`src/rtl/fetch_pkg.sv`:
```
// Shared types and constants for the instruction fetch queue.
package fetch_pkg;

   localparam int FQ_PC_W    = 32;
   localparam int FQ_INSTR_W = 32;

   // addi x0,x0,0 -- what decode sees when nothing is queued
   localparam logic [31:0] NOP_INSTR = 32'h0000_0013;
   // Also used by the PC stage as its reset vector
   localparam logic [31:0] RESET_PC  = 32'h0000_0000;

   typedef struct packed {
      logic [FQ_PC_W-1:0]    pc;
      logic [FQ_INSTR_W-1:0] instr;
   } fetch_entry_t;

endpackage

```
`src/rtl/fetchq_ram.sv`:
```
// Fetch queue storage: DEPTH entries, one synchronous write port and one
// asynchronous read port. Contents are deliberately not reset.
module fetchq_ram
   import fetch_pkg::*;
#(
   parameter int  DEPTH   = 4,
   parameter type entry_t = fetch_entry_t
) (
   input  logic                     clk,
   input  logic                     we,
   input  logic [$clog2(DEPTH)-1:0] waddr,
   input  entry_t                   wdata,
   input  logic [$clog2(DEPTH)-1:0] raddr,
   output entry_t                   rdata
);

   entry_t mem [DEPTH];

   // Write the addressed slot on the rising edge
   always_ff @(posedge clk) begin
      if (we) mem[waddr] <= wdata;
   end

   assign rdata = mem[raddr];

endmodule

```
`src/rtl/fetch_queue.sv`:
```
// Instruction fetch queue between PC/IMEM stage and decode.
// Optional zero-latency empty-queue bypass: define FETCHQ_BYPASS_EN.
module fetch_queue
   import fetch_pkg::*;
#(
   parameter int DEPTH   = 4,
   parameter int PC_W    = 32,
   parameter int INSTR_W = 32
) (
   input  logic                     clk,
   input  logic                     rst,
   input  logic                     in_valid,
   output logic                     in_ready,
   input  logic [PC_W-1:0]          in_pc,
   input  logic [INSTR_W-1:0]       in_instr,
   output logic                     out_valid,
   input  logic                     out_ready,
   output logic [PC_W-1:0]          out_pc,
   output logic [INSTR_W-1:0]       out_instr,
   input  logic                     flush,
   output logic [$clog2(DEPTH):0]   count
);

   localparam int AW = $clog2(DEPTH);
   localparam int CW = AW + 1;

   typedef struct packed {
      logic [PC_W-1:0]    pc;
      logic [INSTR_W-1:0] instr;
   } entry_t;

   logic [AW-1:0] wr_ptr_q, wr_ptr_d, rd_ptr_q, rd_ptr_d;
   logic [CW-1:0] count_q, count_d;
   logic          mem_valid, byp, push, pop, wr_en, rd_en;
   entry_t        in_ent, rd_ent, head;

   assign in_ent = '{pc: in_pc, instr: in_instr};

   fetchq_ram #(.DEPTH(DEPTH), .entry_t(entry_t)) u_ram (
      .clk   (clk),
      .we    (wr_en),
      .waddr (wr_ptr_q),
      .wdata (in_ent),
      .raddr (rd_ptr_q),
      .rdata (rd_ent)
   );

   // rst gates the handshakes so nothing completes while reset is held
   assign in_ready  = rst && (count_q < CW'(DEPTH)) && !flush;
   assign mem_valid = rst && (count_q != '0) && !flush;

`ifdef FETCHQ_BYPASS_EN
   // Empty queue forwards the incoming entry straight to decode
   assign byp = rst && (count_q == '0) && in_valid && !flush;
`else
   assign byp = 1'b0;
`endif

   assign out_valid = mem_valid || byp;
   assign head      = mem_valid ? rd_ent : in_ent;
   assign out_pc    = out_valid ? head.pc    : '0;
   assign out_instr = out_valid ? head.instr : INSTR_W'(NOP_INSTR);
   assign count     = count_q;

   assign push  = in_valid && in_ready;
   assign pop   = out_valid && out_ready;
   // A bypassed entry that decode takes immediately never touches storage
   assign wr_en = push && !(byp && out_ready);
   assign rd_en = pop && mem_valid;

   // Next pointer/count state; flush overrides any handshake
   always_comb begin
      wr_ptr_d = wr_ptr_q;
      rd_ptr_d = rd_ptr_q;
      count_d  = count_q;
      if (flush) begin
         wr_ptr_d = '0;
         rd_ptr_d = '0;
         count_d  = '0;
      end else begin
         if (wr_en) wr_ptr_d = wr_ptr_q + AW'(1);
         if (rd_en) rd_ptr_d = rd_ptr_q + AW'(1);
         case ({wr_en, rd_en})
            2'b10:   count_d = count_q + CW'(1);
            2'b01:   count_d = count_q - CW'(1);
            default: count_d = count_q;
         endcase
      end
   end

   // Pointer/count registers, cleared asynchronously
   always_ff @(posedge clk or negedge rst) begin
      if (!rst) begin
         wr_ptr_q <= '0;
         rd_ptr_q <= '0;
         count_q  <= '0;
      end else begin
         wr_ptr_q <= wr_ptr_d;
         rd_ptr_q <= rd_ptr_d;
         count_q  <= count_d;
      end
   end

endmodule

```
`config.mk`:
```
export PLATFORM = sky130hd
export DESIGN_NAME = fetch_queue
export DESIGN_NICKNAME = d
export VERILOG_FILES = /design/src/rtl/fetch_pkg.sv /design/src/rtl/fetchq_ram.sv /design/src/rtl/fetch_queue.sv
export SDC_FILE = /design/constraint.sdc
export NUM_CORES = 1
export LEC_CHECK = 0
export CAP_MARGIN = 40
export CORE_UTILIZATION = 45
export CTS_CLUSTER_SIZE = 12
export DETAILED_ROUTE_END_ITERATION = 10
export PLACE_DENSITY_LB_ADDON = 0.2
export SETUP_SLACK_MARGIN = 0.02
export SYNTH_ARGS = -nofsm -noshare
export SYNTH_HDL_FRONTEND = slang
export SYNTH_SLANG_ARGS = --single-unit
```
`constraint.sdc`:
```
create_clock -name clk -period 3.7 [get_ports clk]
set_input_delay 0.37 -clock clk [delete_from_list [all_inputs] [get_ports clk]]
set_output_delay 0.37 -clock clk [all_outputs]
set_load 0.05 [all_outputs]
```
---- Word-level counts from Yosys, hierarchy flattened ----
Memory sizes are Yosys's and may differ from the RTL's.
Cells that the tools add are included.
storage, ports and cells
  memories kept ........................... 1
  input bits .............................. 69
  word-level logic and storage cells ...... 33
  memory bits (writable) .................. 256
  register bits ........................... 7
  output and inout port bits .............. 69
cells by class
  reduce and logical (&&, ||, !) cells .... 12
  magnitude comparators ................... 1
  equality and inequality tests ........... 2
  add/sub/neg operators ................... 4
  muxes and demuxes ....................... 10
memory list
  memory     depth  width  read ports  clocked after Yosys merged registers in  write ports  line              RTL
  u_ram.mem  4      64     1           0                                        1            fetchq_ram.sv:17  entry_t mem [DEPTH];
operators with widths
  cell                   count
  $mux W32               2
  $mux W2                4
  $logic_and A1 B1 Y1    7
  $pmux W3 S2            1
  $reduce_bool A3 Y1     2
  $add A2 B1 Y2 const B  2
  $reduce_bool A2 Y1     2
  $add A3 B1 Y3 const B  1
  $lt A3 B3 Y1 const B   1
  $mux W3                1
  $sub A3 B1 Y3 const B  1
  $eq A2 B1 Y1 const B   1
  $eq A2 B2 Y1 const B   1
  $mux W1                2
  $logic_not A1 Y1       1

---- Logic depth before layout (Yosys ltp) ----
Gate-level depths: netlist of the first run.
  depth after elaboration ................. 8
  mapped depth ............................ 8
  depth with buffers taken out ............ 6

---- Hierarchy ----
A second synthesis of the first run with hierarchy kept.
unflattened totals
  cell total of the unflattened synthesis .. 457
  area total of the unflattened synthesis .. 10249.8 µm²
modules (own cells, without submodules)
  module       cells each  area each (µm²)  instances  sequential area each (µm²)
  fetchq_ram   338         9341.5           1          7687.4
  fetch_queue  119         908.4            1          175.2

---- Worst setup path after synthesis of the first run ----
No wires, ideal clock.
  kind .................................... register to register
  start point ............................. register count_q[2] (netlist: count[2])
  end point ............................... memory u_ram.mem[0][0] (netlist bit) (enable)
  setup time .............................. 0.429 ns
  arrival ................................. 2.720 ns
  clock period less this slack ............ 3.149 ns
  path slack .............................. 0.551 ns
  stages on the path, launching flop included .. 4
  path through ............................ dfrtp_1 nor4bb_1 clkbuf_1 and2_1
on the way
  longest elaborated chain between the ends .. 6
RTL lines
  element                           line                RTL
  start, declared                   fetch_queue.sv:33   logic [CW-1:0] count_q, count_d;
  start signal, assigned            fetch_queue.sv:100  count_q <= count_d;
  $lt A3 B3 Y1                      fetch_queue.sv:49   assign in_ready = rst && (count_q < CW'(DEPTH)) && !flush;
  $logic_and A1 B1 Y1 (2 in a row)  fetch_queue.sv:49
  $logic_and A1 B1 Y1               fetch_queue.sv:65   assign push = in_valid && in_ready;
  $mux W1                           fetchq_ram.sv:21    if (we) mem[waddr] <= wdata;
  $mux W1 (not written as such)     fetchq_ram.sv:21
  end, declared                     fetchq_ram.sv:17
Every way passes these cells.

---- Worst setup path after layout of the first run ----
  start point ............................. register rd_ptr_q[0]
  end point ............................... output port out_instr[7]
on the way
  longest elaborated chain between the ends .. 2
RTL lines
  element                 line               RTL
  start, declared         fetch_queue.sv:32  logic [AW-1:0] wr_ptr_q, wr_ptr_d, rd_ptr_q, rd_ptr_d;
  start signal, assigned  fetch_queue.sv:99  rd_ptr_q <= rd_ptr_d;
  $mem_v2 Z4 W64          -
  $mux W32                fetch_queue.sv:62  assign out_instr = out_valid ? head.instr : INSTR_W'(NOP_INSTR);
  end, declared           fetch_queue.sv:19  output logic [INSTR_W-1:0] out_instr,
Every way passes these cells.

==> qor.yml, run 1 <==
fp.dieH_um: 153
drive_above_1_share: 0.303
start_util: 0.464
tightest_slew_ns: 0.567
layout_commonest_cell: "edfxtp_1"
power_switching_mw: 1.38
grt_overflow: 0
power.leakage_nw: 4.54
max_stage_delay_ns: 0.70
setup_viol: 0
synth_warnings: 0
hold_violations: 0
avgSynthCellArea_um2: 22.1
fin_skew_ns: 0.0122
syn-cell-area_um2: 10200
gr-usage-met2: 0.303
grt_pass1_vias: 5400
synth_seq_cells: 263
grt.total_usage: 0.175
netlist_top_cells_area: "edfxtp_1 75%, mux4_2 14%, and3_1 3.7%, dfrtp_1 1.7%, buf_6 0.77%"
crit_family: "flip-flops"
grt_max_degree: 64
setup_tns_ns: 0
dr.pass1.iters: 6
worst-path-buf-inv: 2
clock_sinks: 263
synth_top_area_frac: 0.750
syn_nets: 538
relSlewSlack: 0.622
top_usage_layer: "met2"
fin_area_um2: 13400
timing.final.crit_share: 0.806
cts_tree: "yes"
p_clk_frac: 0.404
cts_resized: 0
crit_path_start: "rd_ptr_q[0]"
htreeDepth: 1
r2r_end: "count[2]"
place_ws_ns: 0.751
path_cells: "buf_4, mux4_2, and3_1, buf_12"
grt_pass1_wl_um: 31100
comb_power_share: 0.090
critPathKind: "reg -> out"
ant_nets: 0
nNetsFinal: 685
placed_area_um2: 12500
synth.largest_area_cell: "edfxtp_1"
swShare: 0.209
worst_path_max_delay_cell: "dfrtp_4"
gp_congestion: 0.702
vias_per_cell: 5.49
crit_path_max_fanout: 21
cp_data_arrival_time_ns: 2.61
dp.cells: 861
die_w_um: 153
clk_pin_slew_ns: 0.06
status: "complete, no violations"
seq_power_share: 0.507
ir_worst_vdd_uv: 325
stdcell_count: 907
crit_required_ns: 3.33
maxCapViolCount: 0
io_buffers: 137
clk_path_buf_depth: 3
cts_root_buffer: "clkbuf_16"
place_hpwl_um: 11700
slew_viol_final: 0
postCtsSetupRepairBufs: 0
met1_usage: 0.226
setup_ws_ns: 0.719
dieArea_um2: 23400
fmax_mhz: 335
grt_util_met3: 0.0320
antenna_found_initial: 0
num_rows: 54
startpoint_type: "flop"
post_drt_wl_per_cell_um: 21.6
synthToLayoutAreaGrowth_pct: 31.1
drt_wl_total_um: 19600
endpoint_kind: "output pin"
final_cell_mix: "256 x edfxtp_1, 72 x clkdlybuf4s50_1, 68 x buf_12"
powerDensity_nw_per_um2: 491
r2r-start: "count[2]"
cts_buffers: 28
synth_cells: 464
clkLatencyLatePin_ns: 0.53
grt_setup_unrepaired: "false"
num_io_pins: 138
cell_internal_pwr_mw: 5.21
worst_r2r_path_depth: 6
hp-class: "in -> async"
postCtsHoldBufs: 0
yosysUniqueCellTypes: 33
drc_errors: 0
fin_crit_ns: 2.98
synth_seq_area_share: 0.767
hold_ws_ns: 0.163
diodes: 0
vias: 4980
final_core_util: 0.608
finalPower_mw: 6.59
drtIter0Drc: 250
coreArea_um2: 22100
r2r_setup_slack_ns: 1.24
-- layer usage --
layer | up-vias | part of all wire | routed length, µm
met5 | - | 0 | 0
met4 | 0 | 0.017 | 340
met3 | 27 | 0.051 | 1000
met2 | 146 | 0.52 | 10300
met1 | 2579 | 0.41 | 8030
li1 | 2228 | - | -
-- cell usage after synthesis, drive strengths merged --
cell type      n
nor2b          1
xnor2          2
xor2           2
a21oi          1
and3          61
o311ai         1
and2           4
nor3b          1
dlygate4sd1    6
or2            3
nand3          2
nand3b         2
edfxtp       256
nand4          1
mux4          64
inv            3
nand2          3
mux2i          1
a41oi          1
buf           15
or4            1
clkbuf        10
nand4b         1
or3b           1
o21ai          1
nor2           6
nor4bb         1
or3            1
ha             4
fa             1
dfrtp          7
-- registers in the layout, indices dropped and copies added, names as in the netlist --
name / cells
count: 3
u_ram.mem: 256
rd_ptr_q: 2
wr_ptr_q: 2
-- power by group through the flow --
stage	Combinational [mW]	Sequential [mW]	Clock (mW)
5_1_grt	0.627	3.34	2.83
2_1_floorplan	0.321	3.40	0
3_5_place_dp	0.600	3.40	0
6_report	0.591	3.34	2.66
4_1_cts	0.601	3.34	2.71
3_3_place_gp	0.585	3.40	0
-- worst register-to-register path, stage by stage (launching register included) --
cell and delay, ns:
dfrtp_1 0.45, or3_2 0.56, nand3_4 0.17, nor2_1 0.07
fa_1 0.41, or4_1 0.55, a41oi_2 0.18
-- worst max path at each step --
stage / to / slack [ns] / depth (start not counted)
finish: out_instr[7] / 0.72 / 4
global route: out_instr[7] / 0.55 / 4
CTS: out_instr[7] / 0.65 / 4
detailed placement: out_pc[28] / 0.75 / 6
global placement: out_instr[2] / 0.87 / 6
floorplan: u_ram.mem[0][0] / 0.55 / 3
-- area by class of cell --
cell class                 instances  area [µm²]
clock inverter                     7        87.6
clock buffer                      39         793
tap                              280         350
fill                            1565        8660
multi-input combinational        167        2180
sequential                       263        7870
timing repair buffer             148        2140
inverter                           3        11.3
-- kinds of logic (layout without fill, tap and decap cells) --
family,count (synthesis),in the layout,synth area share
compound gates,4,4,0.00415
buf+inv,34,197,0.0215
xor+xnor,4,4,0.00342
fa+ha+maj,5,5,0.00684
mux,65,65,0.142
simple gates,89,89,0.0552
flops,263,263,0.767
Power figures use the tool's default switching activity.
==> run 2, diff against run 1 <==
==> constraint.sdc (replaced) <==
create_clock -name clk -period 2.7 [get_ports clk]
set_input_delay 0.27 -clock clk [delete_from_list [all_inputs] [get_ports clk]]
set_output_delay 0.27 -clock clk [all_outputs]
set_load 0.05 [all_outputs]
==> run 2 against run 1 <==
  * Via count increased by 0.20%
  * Clock skew decreased by 0.0054 ns
  * Worst hold slack lost 0.025 ns
  * Register-to-register slack got worse by 1.0 ns
  * Cell count increased by 0.88%
  * First-iteration DRC count up 12%
  * Worst setup slack got worse by 0.52 ns
  * Sequential cell count unchanged
  * Total power increased by 31%
  * Critical path type unchanged
  * Critical endpoint is now out_pc[3]
  * Largest power group unchanged
==> qor.yml, run 2 (synthesized netlist as in run 1, its figures left out) <==
status: "complete, no violations"
start_util: 0.464
final_cell_mix: "256 x edfxtp_1, 77 x buf_12, 72 x clkdlybuf4s50_1"
largest_register_ffs: 256
place_ws_ns: 0.0795
drt_wl_total_um: 20000
nNetsFinal: 695
tightest_slew_ns: 0.506
dieArea_um2: 23400
worstSetupEndpoint: "out_pc[3]"
largest_register: "u_ram.mem"
antenna_found_initial: 0
relSlewSlack: 0.661
drtIter0Drc: 280
ant_nets: 0
grt_overflow: 0
io_buffers: 137
grt_max_degree: 66
r2r_setup_slack_ns: 0.20
crit_path_start: "rd_ptr_q[0]"
grt_pass1_wl_um: 31500
ir_worst_vdd_uv: 421
fin_skew_ns: 0.00686
endpoint_kind: "output pin"
place_hpwl_um: 11700
setup_tns_ns: 0
synthToLayoutAreaGrowth_pct: 31.6
crit_required_ns: 2.43
drc_errors: 0
fmax_mhz: 400
finalPower_mw: 8.61
power.leakage_nw: 4.56
clk_path_buf_depth: 3
worst_r2r_path_depth: 6
hp-class: "in -> async"
diodes: 0
cts_tree: "yes"
timing.final.crit_share: 0.925
cp_data_arrival_time_ns: 2.23
slew_viol_final: 0
hold_violations: 0
grt.total_usage: 0.178
powerDensity_nw_per_um2: 638
clk_pin_slew_ns: 0.06
vias: 4990
critPathKind: "reg -> out"
clkLatencyLatePin_ns: 0.52
coreArea_um2: 22100
gp_congestion: 0.783
setup_ws_ns: 0.202
die_w_um: 153
vias_per_cell: 5.45
num_rows: 54
num_io_pins: 138
cts_root_buffer: "clkbuf_16"
clock_sinks: 263
cts_buffers: 27
fp.dieH_um: 153
grt_pass1_vias: 5461
final_core_util: 0.610
setup_viol: 0
startpoint_type: "flop"
fin_area_um2: 13500
grt_setup_unrepaired: "false"
placed_area_um2: 12700
r2r-start: "count[2]"
post_drt_wl_per_cell_um: 21.9
crit_path_max_fanout: 29
fill_cells: 1582
r2r_end: "count[2]"
drive_above_1_share: 0.302
htreeDepth: 1
layout_commonest_cell: "edfxtp_1"
dr.pass1.iters: 4
fin_crit_ns: 2.50
maxCapViolCount: 0
[run 2: cell count changes in the layout (fill, tap and decap cells not counted), sizes merged]
| cell | delta |
|---|---|
| buf | +10 |
| bufinv | -2 |
| clkbuf | -2 |
| clkinv | +2 |
| dlygate4sd3 | +1 |
| inv | -1 |
[run 2: worst min path at each step]
stage                  endpoint  depth (start not counted)  slack [ns]
CTS                 rd_ptr_q[0]                          2        0.13
detailed placement  rd_ptr_q[1]                          1        0.47
finish              rd_ptr_q[0]                          2        0.14
global placement    rd_ptr_q[1]                          1        0.46
global route        rd_ptr_q[0]                          2        0.15
floorplan              count[0]                          0       -0.03
[run 2: routing by layer]
layer	routed length [µm]	GRT usage	vias up	share of wire
met5	0	0	-	0
met3	849	0.0323	30	0.042
met1	8270	0.229	2613	0.41
met2	10500	0.310	110	0.52
met4	392	0.0544	0	0.020
li1	-	-	2237	-
[run 2: where the power goes]
| group | internal [mW] | switching [mW] |
|---|---|---|
| Sequential | 4.54 | 0.0206 |
| Combinational | 0.411 | 0.448 |
| Clock | 1.82 | 1.37 |
| Total | 6.77 | 1.84 |
[run 2: cell type report]
class / count / area (µm²) / area share
Inverter: 3 / 11.3 / 0.000835
Sequential cell: 263 / 7870 / 0.583
Clock buffer: 37 / 713 / 0.0529
Clock inverter: 6 / 26.3 / 0.00195
Multi-Input combinational cell: 167 / 2180 / 0.161
Timing Repair Buffer: 159 / 2340 / 0.174
Tap cell: 280 / 350 / 0.0260
[run 2: stage by stage]
stage	hold WS (ns)	instances
final	0.138	915
after global placement	0.461	869
after global routing	0.154	915
after floorplan	-0.0256	464
after detailed placement	0.470	869
after CTS	0.132	915
[run 2: what timing repair did]
action                     in CTS  in global routing
setup buffers                   2                  0
gates resized for setup         1                  3
hold buffers                    1                  0
setup endpoints to repair      45                  3
hold endpoints to repair        1                  0
[run 2: worst max-delay path, cell delays in order (launching register included)]
cell and delay (ns):
dfrtp_4 0.47, buf_12 0.27, mux4_2 0.55, and3_1 0.24
buf_12 0.16
==> run 3, diff against run 2 <==
--- a/config.mk
+++ b/config.mk
@@ -7,10 +7,10 @@
 export LEC_CHECK = 0
 export CAP_MARGIN = 40
 export CORE_UTILIZATION = 45
-export CTS_CLUSTER_SIZE = 12
 export DETAILED_ROUTE_END_ITERATION = 10
 export PLACE_DENSITY_LB_ADDON = 0.2
 export SETUP_SLACK_MARGIN = 0.02
 export SYNTH_ARGS = -nofsm -noshare
 export SYNTH_HDL_FRONTEND = slang
+export SYNTH_HIERARCHICAL = 1
 export SYNTH_SLANG_ARGS = --single-unit
==> run 3 against run 2 <==
  * Register-to-register slack improved by 0.24 ns
  * Sequential cell count stayed put
  * Wire length shrank 5.7%
  * Count of clock-buffer cells in the layout fell by 4
  * Worst hold slack gained 0.013 ns
  * Highest routed layer is now met5
==> qor.yml, run 3 <==
grt.total_usage: 0.164
clkLatencyLatePin_ns: 0.51
fin_skew_ns: 0.0162
cts_tree: "yes"
critPathKind: "reg -> out"
clk_path_buf_depth: 3
crit_required_ns: 2.43
nNetsFinal: 687
synth-async-reset-ratio: 0.0266
slew_viol_final: 0
num_rows: 54
startpoint_type: "flop"
grt_max_degree: 44
synth_cells: 457
cp_data_arrival_time_ns: 2.24
r2r_end: "count[1]"
yosys-top-cells-count: "256 x edfxtp_1, 61 x and2_1, 60 x mux4_2"
power.leakage_nw: 4.34
grt_pass1_vias: 5282
worst_r2r_path_depth: 7
syn-cell-area_um2: 10200
post_drt_wl_per_cell_um: 20.6
relSlewSlack: 0.666
antenna_found_initial: 1
synth.largest_area_cell: "edfxtp_1"
synth_warnings: 6
clock_sinks: 263
maxCapViolCount: 0
hold_ws_ns: 0.152
final_core_util: 0.608
r2r-start: "count[1]"
layout_commonest_cell: "edfxtp_1"
grt_pass1_wl_um: 29300
largest_register_ffs: 256
clk_pin_slew_ns: 0.06
grt_setup_unrepaired: "false"
drt_wl_total_um: 18900
ir_worst_vdd_uv: 393
die_w_um: 153
gp_congestion: 0.837
ant_nets: 0
syn_nets: 527
place_ws_ns: 0.388
fp.dieH_um: 153
avgSynthCellArea_um2: 22.4
r2r_setup_slack_ns: 0.44
path_cells: "or3_4, and3_4, buf_4, and2_1, buf_12"
netlist_top_cells_area: "edfxtp_1 75%, mux4_2 13%, and2_1 3.7%, dfrtp_1 1.7%, buf_12 1.2%"
synth_seq_area_share: 0.767
start_util: 0.464
final_cell_mix: "256 x edfxtp_1, 72 x clkdlybuf4s50_1, 70 x buf_12"
setup_ws_ns: 0.187
finalPower_mw: 8.66
postCtsHoldBufs: 0
worst_path_max_delay_cell: "dfrtp_1"
hold_violations: 0
fmax_mhz: 398
hp-class: "in -> async"
yosysMostFrequentCell: "edfxtp_1"
max_stage_delay_ns: 0.48
endpoint_kind: "output pin"
grt_overflow: 0
tightest_slew_ns: 0.499
synth_edf_count: 256
dr.pass1.iters: 4
fin_crit_ns: 2.51
vias_per_cell: 5.41
htreeDepth: 1
setup_viol: 0
io_buffers: 137
crit_family: "simple AND/OR/NAND/NOR gates"
crit_path_max_fanout: 22
place_hpwl_um: 11500
vias: 4948
status: "complete, no violations"
num_io_pins: 138
fill_cells: 1587
synth_top_area_frac: 0.750
coreArea_um2: 22100
worst-path-buf-inv: 2
cts_buffers: 26
powerDensity_nw_per_um2: 644
yosysUniqueCellTypes: 32
drive_above_1_share: 0.289
drtIter0Drc: 252
cts_root_buffer: "clkbuf_16"
largest_register: "u_ram/mem"
synth_seq_cells: 263
timing.final.crit_share: 0.931
ys.flop_type: "edfxtp_1"
dieArea_um2: 23400
synthToLayoutAreaGrowth_pct: 31.1
drc_errors: 0
run 3: cell count changes in the layout (fill, tap and decap cells not counted), moves of 5 or more:
cell and change:
clkinv_1 +6, and2_1 +61, nand3_1 +5, and3_1 -61, buf_12 -7
run 3: through the flow:
stage               instances  setup TNS [ns]  instance area, µm²
floorplan                 457          -22.16               10300
global placement          869               0               12600
detailed placement        869               0               12600
CTS                       914               0               13400
global route              914               0               13400
finish                    915               0               13400
run 3: final cells by class:
class                      count  area [µm²]  area share
multi-input combinational    170        2160       0.161
sequential                   263        7870       0.586
clock inverter                12         124     0.00922
clock buffer                  33         698      0.0520
inverter                       1        3.75    0.000279
antenna                        1        2.50    0.000186
tap                          280         350      0.0261
timing repair buffer         155        2220       0.165
run 3: worst reg2reg max path: cells and delay by family, from the launching register on:
kind          cells  cell delay [ns]
simple gates      6             1.22
fa+ha+maj         1             0.50
flops             1             0.48
run 3: worst max-delay path by stage:
| stage | start | end | slack [ns] | cells after the start |
|---|---|---|---|---|
| finish | count[1] | out_instr[30] | 0.19 | 5 |
| global route | rd_ptr_q[0] | out_instr[1] | 0.07 | 4 |
| CTS | rd_ptr_q[0] | out_pc[31] | 0.03 | 4 |
| detailed placement | out_ready | count[1] | 0.39 | 8 |
| global placement | flush | out_instr[30] | 0.50 | 7 |
| floorplan | count[2] | u_ram/mem[0][0] | -0.35 | 3 |
run 3: metal layers:
| layer | up-vias | part of all wire | wire length [µm] | global-route usage |
|---|---|---|---|---|
| li1 | 2198 | - | - | - |
| met2 | 153 | 0.53 | 9940 | 0.289 |
| met5 | - | 0.00058 | 11 | 0 |
| met1 | 2572 | 0.41 | 7680 | 0.212 |
| met4 | 2 | 0.012 | 225 | 0.0370 |
| met3 | 23 | 0.055 | 1030 | 0.0315 |
run 3: repair_timing:
| action | 4_1_cts | 5_1_grt |
|---|---|---|
| buffers inserted | 0 | 0 |
| setup endpoints to repair | 0 | 1 |
| gates resized for setup | 0 | 1 |
run 3: report_power, final:
group	switching (mW)	total [mW]	internal, mW
clock	1.35	3.44	2.09
sequential	0.0229	4.56	4.54
combinational	0.323	0.654	0.331
total	1.70	8.66	6.96
run 3: logic make-up after synthesis:
kind of cell | after synthesis | synth area share
flops | 263 | 0.767
buf+inv | 24 | 0.0243
compound gates | 8 | 0.00501
xor+xnor | 2 | 0.00171
fa+ha+maj | 1 | 0.00195
mux | 64 | 0.142
simple gates | 95 | 0.0579
